[config.mk]
export PLATFORM = sky130hd
export DESIGN_NAME = conv_transposed_1d_dilated_stream
export DESIGN_NICKNAME = d
export VERILOG_FILES = /design/src/rtl/conv_transposed_1d_dilated_stream.sv
export SDC_FILE = /design/constraint.sdc
export NUM_CORES = 2
export LEC_CHECK = 0
export ABC_CLOCK_PERIOD_IN_PS = 12600
export BUFFER_PORTS_ARGS = -buffer_cell sky130_fd_sc_hd__buf_4
export CAP_MARGIN = 5
export CORE_MARGIN = 8
export CORE_UTILIZATION = 44
export DETAILED_ROUTE_END_ITERATION = 10
export MAX_ROUTING_LAYER = met4
export PLACE_DENSITY_LB_ADDON = 0.25
export SLEW_MARGIN = 20
export SYNTH_ARGS = -nofsm -noshare
export SYNTH_HDL_FRONTEND = slang
export SYNTH_SLANG_ARGS = --single-unit
[constraint.sdc]
create_clock -name clk -period 12.6 [get_ports clk]
set_input_delay 1.26 -clock clk [delete_from_list [all_inputs] [get_ports clk]]
set_output_delay 1.26 -clock clk [all_outputs]
set_load 0.02 [all_outputs]
[src/rtl/conv_transposed_1d_dilated_stream.sv]
// Streaming transposed 1D convolution: each accepted sample is scattered into a
// window of SPAN accumulators, and finished outputs drain through valid/ready.
module conv_transposed_1d_dilated_stream #(
    parameter int DATA_W   = 16,
    parameter int W_W      = 16,
    parameter int ACC_W    = 40,
    parameter int KERNEL   = 3,
    parameter int STRIDE   = 2,
    parameter int DILATION = 2,
    parameter int HAS_BIAS = 0
) (
    input  logic                          clk,
    input  logic                          rst,
    input  logic                          in_valid,
    output logic                          in_ready,
    input  logic signed [DATA_W-1:0]      in_data,
    input  logic                          in_last,
    output logic                          out_valid,
    input  logic                          out_ready,
    output logic signed [ACC_W-1:0]       out_data,
    output logic                          out_last,
    input  logic                          w_we,
    input  logic [$clog2(KERNEL+1)-1:0]   w_addr,
    input  logic signed [W_W-1:0]         w_data,
    output logic                          busy
);
    localparam int SPAN  = DILATION * (KERNEL - 1) + 1;
    localparam int AW    = $clog2(KERNEL + 1);
    localparam int CNT_W = $clog2(SPAN + 1);
    localparam int P_W   = DATA_W + W_W;
    localparam bit EXACT = (SPAN == STRIDE);

    if (STRIDE > SPAN) begin : g_bad_stride
        $error("STRIDE must not exceed the dilated kernel span");
    end

    typedef enum logic [1:0] {ACCEPT, EMIT, FLUSH} state_t;

    state_t                   state_q;
    logic [CNT_W-1:0]         cnt_q;
    logic                     last_q;
    logic signed [ACC_W-1:0]  acc_q     [SPAN];
    logic signed [ACC_W-1:0]  acc_d     [SPAN];
    logic signed [ACC_W-1:0]  acc_shift [SPAN];
    logic signed [P_W-1:0]    prod      [KERNEL];
    logic signed [W_W-1:0]    w_q       [KERNEL];
    logic signed [W_W-1:0]    bias_q;

    // Products use the registered weights, so a same-cycle write only affects later samples.
    always_comb begin
        for (int k = 0; k < KERNEL; k++) begin
            prod[k] = P_W'(in_data) * P_W'(w_q[k]);
        end
        for (int j = 0; j < SPAN; j++) begin
            acc_d[j] = acc_q[j];
        end
        for (int k = 0; k < KERNEL; k++) begin
            acc_d[k*DILATION] = acc_q[k*DILATION] + ACC_W'(prod[k]);
        end
        for (int j = 0; j < SPAN - 1; j++) begin
            acc_shift[j] = acc_q[j+1];
        end
        acc_shift[SPAN-1] = '0;
    end

    always_ff @(posedge clk) begin
        if (rst) begin
            for (int k = 0; k < KERNEL; k++) begin
                w_q[k] <= '0;
            end
            bias_q <= '0;
        end else if (w_we) begin
            for (int k = 0; k < KERNEL; k++) begin
                if (w_addr == AW'(k)) begin
                    w_q[k] <= w_data;
                end
            end
            if (HAS_BIAS != 0 && w_addr == AW'(KERNEL)) begin
                bias_q <= w_data;
            end
        end
    end

    // NOTE: the accumulator array is reset explicitly because a new frame must start from zero.
    always_ff @(posedge clk) begin
        if (rst) begin
            state_q <= ACCEPT;
            cnt_q   <= '0;
            last_q  <= 1'b0;
            for (int j = 0; j < SPAN; j++) begin
                acc_q[j] <= '0;
            end
        end else begin
            case (state_q)
                ACCEPT: begin
                    if (in_valid) begin
                        acc_q   <= acc_d;
                        last_q  <= in_last;
                        cnt_q   <= CNT_W'(STRIDE);
                        state_q <= EMIT;
                    end
                end
                EMIT: begin
                    if (out_ready) begin
                        acc_q <= acc_shift;
                        cnt_q <= cnt_q - CNT_W'(1);
                        if (cnt_q == CNT_W'(1)) begin
                            if (last_q && !EXACT) begin
                                cnt_q   <= CNT_W'(SPAN - STRIDE);
                                state_q <= FLUSH;
                            end else begin
                                last_q  <= 1'b0;
                                state_q <= ACCEPT;
                            end
                        end
                    end
                end
                FLUSH: begin
                    if (out_ready) begin
                        acc_q <= acc_shift;
                        cnt_q <= cnt_q - CNT_W'(1);
                        if (cnt_q == CNT_W'(1)) begin
                            last_q  <= 1'b0;
                            state_q <= ACCEPT;
                        end
                    end
                end
                default: state_q <= ACCEPT;
            endcase
        end
    end

    assign in_ready  = (state_q == ACCEPT);
    assign busy      = (state_q != ACCEPT);
    assign out_valid = (state_q != ACCEPT);
    assign out_data  = acc_q[0] + ((HAS_BIAS != 0) ? ACC_W'(bias_q) : '0);
    assign out_last  = (cnt_q == CNT_W'(1)) &&
                       ((state_q == FLUSH) || (state_q == EMIT && last_q && EXACT));
endmodule

==> impl_results.md <==
- Status: completed
- Maxcap violations: 0
- CP max-delay cell: fa_1
- Largest net degree at the start of global routing: 80
- Via density: 5.20
- Avg Cell Area, Syn: 9.05 um2
- Share of layout cells above drive strength 1: 0.0392
- Synth unique cells: around 70
- Asr flop ratio synth: 0
- IO Port Bufs: 83
- Synth Warn #: 0
- Final Cycle Share: 0.653
- R2R Path Start: w_q[0][8]$_DFFE_PP_
- Critical path data required time: 13.08 ns
- RD Place Congestion: roughly 0.9
- Yosys reg bits: ~250
- Clock sinks: roughly 250
- Setup bufs post-CTS: 0
- Drt drc: 0
- Critical path class: in2reg
- Worst Setup End Kind: flip-flop
- FMAX: 122 MHz
- Worst Reg2Reg Path Length in Cells: 23
- Final hold violations: 0
- Post-synth EDFFs: 48
- Fin Hold WS: 0.451 ns
- Initial Util: 0.444
- DIE WIDTH: ~340 um
- Wire length per cell: 18.7 um
- Finish-stage setup viols: 0
- Core Rows: 119
- I/O pin count: 84
- Syn nets: 6,544
- Worst reg2reg setup slack: 4.72 ns
- Crit path DAT: 8.71 ns
- Post-CTS Hold Fix Bufs: 0
- Die footprint: 117,000 um2
- Maximum fanout along the worst path: 48
- Slew Limit Fails: 0
- Reg2reg end: acc_q[196]$_SDFFE_PP0P_
- Seq/Total Area, Yosys: 0.119
- Routed via count: 33.6k
- RSZ-0062 raised after global routing: no
- Rel. slew slack: 0.256
- Min-delay worst type: reg2reg
- Antenna violations before repair: 3
- Syn-to-layout area delta: 5.89%
- Gr usage total: 0.222
- GRT overflow: 0
- Cts repair resizes: 0
- Synth Instances: about 5.2k
- Clock Latency Late Sink: 0.58 ns
- Top FF cell, synth: dfxtp_1
- Startpoint Class: primary input
- Die H: 342 um
- Total negative slack: 0 ns
- Dpl hpwl: 93.5 mm
- Most used cell, CP: fa_1
- Core Box Area: around 110,000 um2
- Root Driver: clkbuf_16
- CTS Buf Count: 37
- CP Capture Point: acc_q[117]$_SDFFE_PP0P_
- Reg clk slew, reported paths: roughly 0.060 ns
- Tmin final: 8.22 ns
- Slew at the pin with the worst max-slew slack: 1.12 ns
- Drt first pass iters: 5
- Initial DRC count: 2,099
- Setup WS post-layout: between 4 and 5 ns
- Post-Place Setup Slack: about 4.0 ns
- H-tree levels: 2
- Clock Skew: 0.0230 ns
- Vias in the first global route: between 30k and 40k
- Antenna-violating nets left: 0
- Fillers: 10.2k
- Total Nets Final: 6,435
- Clock tree buffer depth: 3
- CTS tree: yes
- End-of-flow core utilization: 0.470
- Crit path cell chain: buf_4 > nand2_1 > inv_1 > fa_1 > fa_1 > inv_1 > fa_1 > inv_1 > fa_1 > fa_1 > inv_1 > fa_1 > inv_1 > ha_1 > a211oi_1 > nor2_1 > or3_1 > a221oi_1 > o311ai_0 > o41ai_1 > o21a_1 > xnor2_1 > nand2_1 > a311oi_1
- Routed wire length: 121 mm
- First-pass GRT wire length: around 200 mm
- Synthesized area: 46,700 um2
- Critical Path Start: in_data[15]
- Crit-path max cell delay: slightly below 0.6 ns
-- critical path, delay by kind of cell --
family	cells	cell delay, ns
xor+xnor	1	0.12
buf+inv	6	0.93
fa+ha+maj	7	3.50
simple gates	4	0.72
compound gates	6	2.14
-- synthesized netlist by cell type, types with 13 or more instances --
cell | number | area share
a21oi_1 | 196 | 0.021
dfxtp_1 | 206 | 0.088
fa_1 | 990 | 0.42
xor2_1 | 35 | 0.0066
o21a_1 | 18 | 0.0029
a22oi_1 | 16 | 0.0026
or3_1 | 13 | 0.0017
o21bai_1 | 17 | 0.0027
o21ai_0 | 92 | 0.0099
ha_1 | 351 | 0.094
nor2_1 | 192 | 0.015
inv_1 | 1238 | 0.099
nor3_1 | 28 | 0.0030
a21o_1 | 45 | 0.0072
o211ai_1 | 19 | 0.0031
a211oi_1 | 54 | 0.0087
mux2i_1 | 19 | 0.0041
a31oi_1 | 15 | 0.0020
a311oi_1 | 20 | 0.0038
nand2_1 | 681 | 0.055
nand3_1 | 28 | 0.0030
buf_4 | 41 | 0.0066
edfxtp_1 | 48 | 0.031
xnor2_1 | 81 | 0.015
nand2b_1 | 21 | 0.0028
and2_1 | 362 | 0.048
clkbuf_1 | 206 | 0.017
-- layout make-up --
class | count | area [um2] | area share
diodes | 2 | 5.00 | 0.000101
clock buffers | 45 | 986 | 0.0199
clock inverters | 23 | 270 | 0.00546
inverters | 1238 | 4650 | 0.0939
multi-input cells | 3413 | 35400 | 0.716
flip-flops and latches | 254 | 5570 | 0.113
well taps | 1391 | 1740 | 0.0352
repair buffers | 110 | 830 | 0.0168
-- per-layer routing --
layer  track usage  up-vias  wire length (um)
met5             -        -                 0
met4        0.0671        0              4180
met3        0.0210      177              6200
met2         0.359      848             57900
met1         0.296    17400             52800
li1              -    15200                 -
-- worst min-delay path by stage --
stage,start,endpoint,slack (ns),cells after the start
6_report,acc_d[153]$_SDFFE_PP0P_,acc_d[153]$_SDFFE_PP0P_,0.45,2
5_1_grt,acc_d[66]$_SDFFE_PP0P_,acc_d[66]$_SDFFE_PP0P_,0.47,2
4_1_cts,acc_d[65]$_SDFFE_PP0P_,acc_d[65]$_SDFFE_PP0P_,0.45,2
3_5_place_dp,acc_d[59]$_SDFFE_PP0P_,acc_d[59]$_SDFFE_PP0P_,0.45,2
3_3_place_gp,acc_d[153]$_SDFFE_PP0P_,acc_d[153]$_SDFFE_PP0P_,0.44,2
2_1_floorplan,acc_q[95]$_SDFFE_PP0P_,acc_d[135]$_SDFFE_PP0P_,0.43,2
-- registers in the layout (all words and copies together), names as in the netlist --
signal   flops
w_q         48
last_q       1
cnt_q        3
acc_q      120
acc_d       80
state_q      2
-- stage by stage --
stage / std cells / instance area (um2)
global route: 6476 / 49500
global placement: 6406 / 48200
detailed placement: 6406 / 48200
floorplan: 5163 / 46700
CTS: 6474 / 49500
finish: 6476 / 49500
-- layout by cell type, fill, tap and decap left out, types with 8 or more instances in the layout --
cell       netlist  final
a211oi_1        54     53
nor3_1          28     28
clkinv_2         0      8
edfxtp_1        48     48
and3_1          11     11
clkbuf_16        0     37
o21a_1          18     18
buf_4           41    109
nand2_1        681    680
o21ai_0         92     92
nand3_1         28     28
o21bai_1        17     17
nor2b_1         10     10
a311oi_1        20     20
nand4_1         10     10
nor2_1         192    190
xnor2_1         81     81
a22oi_1         16     16
and2_1         362    361
a21oi_1        196    195
a31oi_1         15     15
fa_1           990    990
mux2i_1         19     19
or3_1           13     13
xor2_1          35     35
dfxtp_1        206    206
inv_1         1238   1237
nand2b_1        21     21
o211ai_1        19     19
a21o_1          45     44
ha_1           351    350
-- logic make-up after synthesis --
logic type / after synthesis / share of synthesized area
muxes: 19 / 0.00407
xor gates and xnor gates: 116 / 0.0218
adders and majority gates: 1341 / 0.518
DFF: 254 / 0.119
buffers and inverters: 1496 / 0.124
and+or+nand+nor: 1384 / 0.138
AOI/OAI and AO/OA: 553 / 0.0752
Power is left out: the tool's default activity adds up to more than one toggle a clock period on the data nets, which glitch-free logic cannot reach.
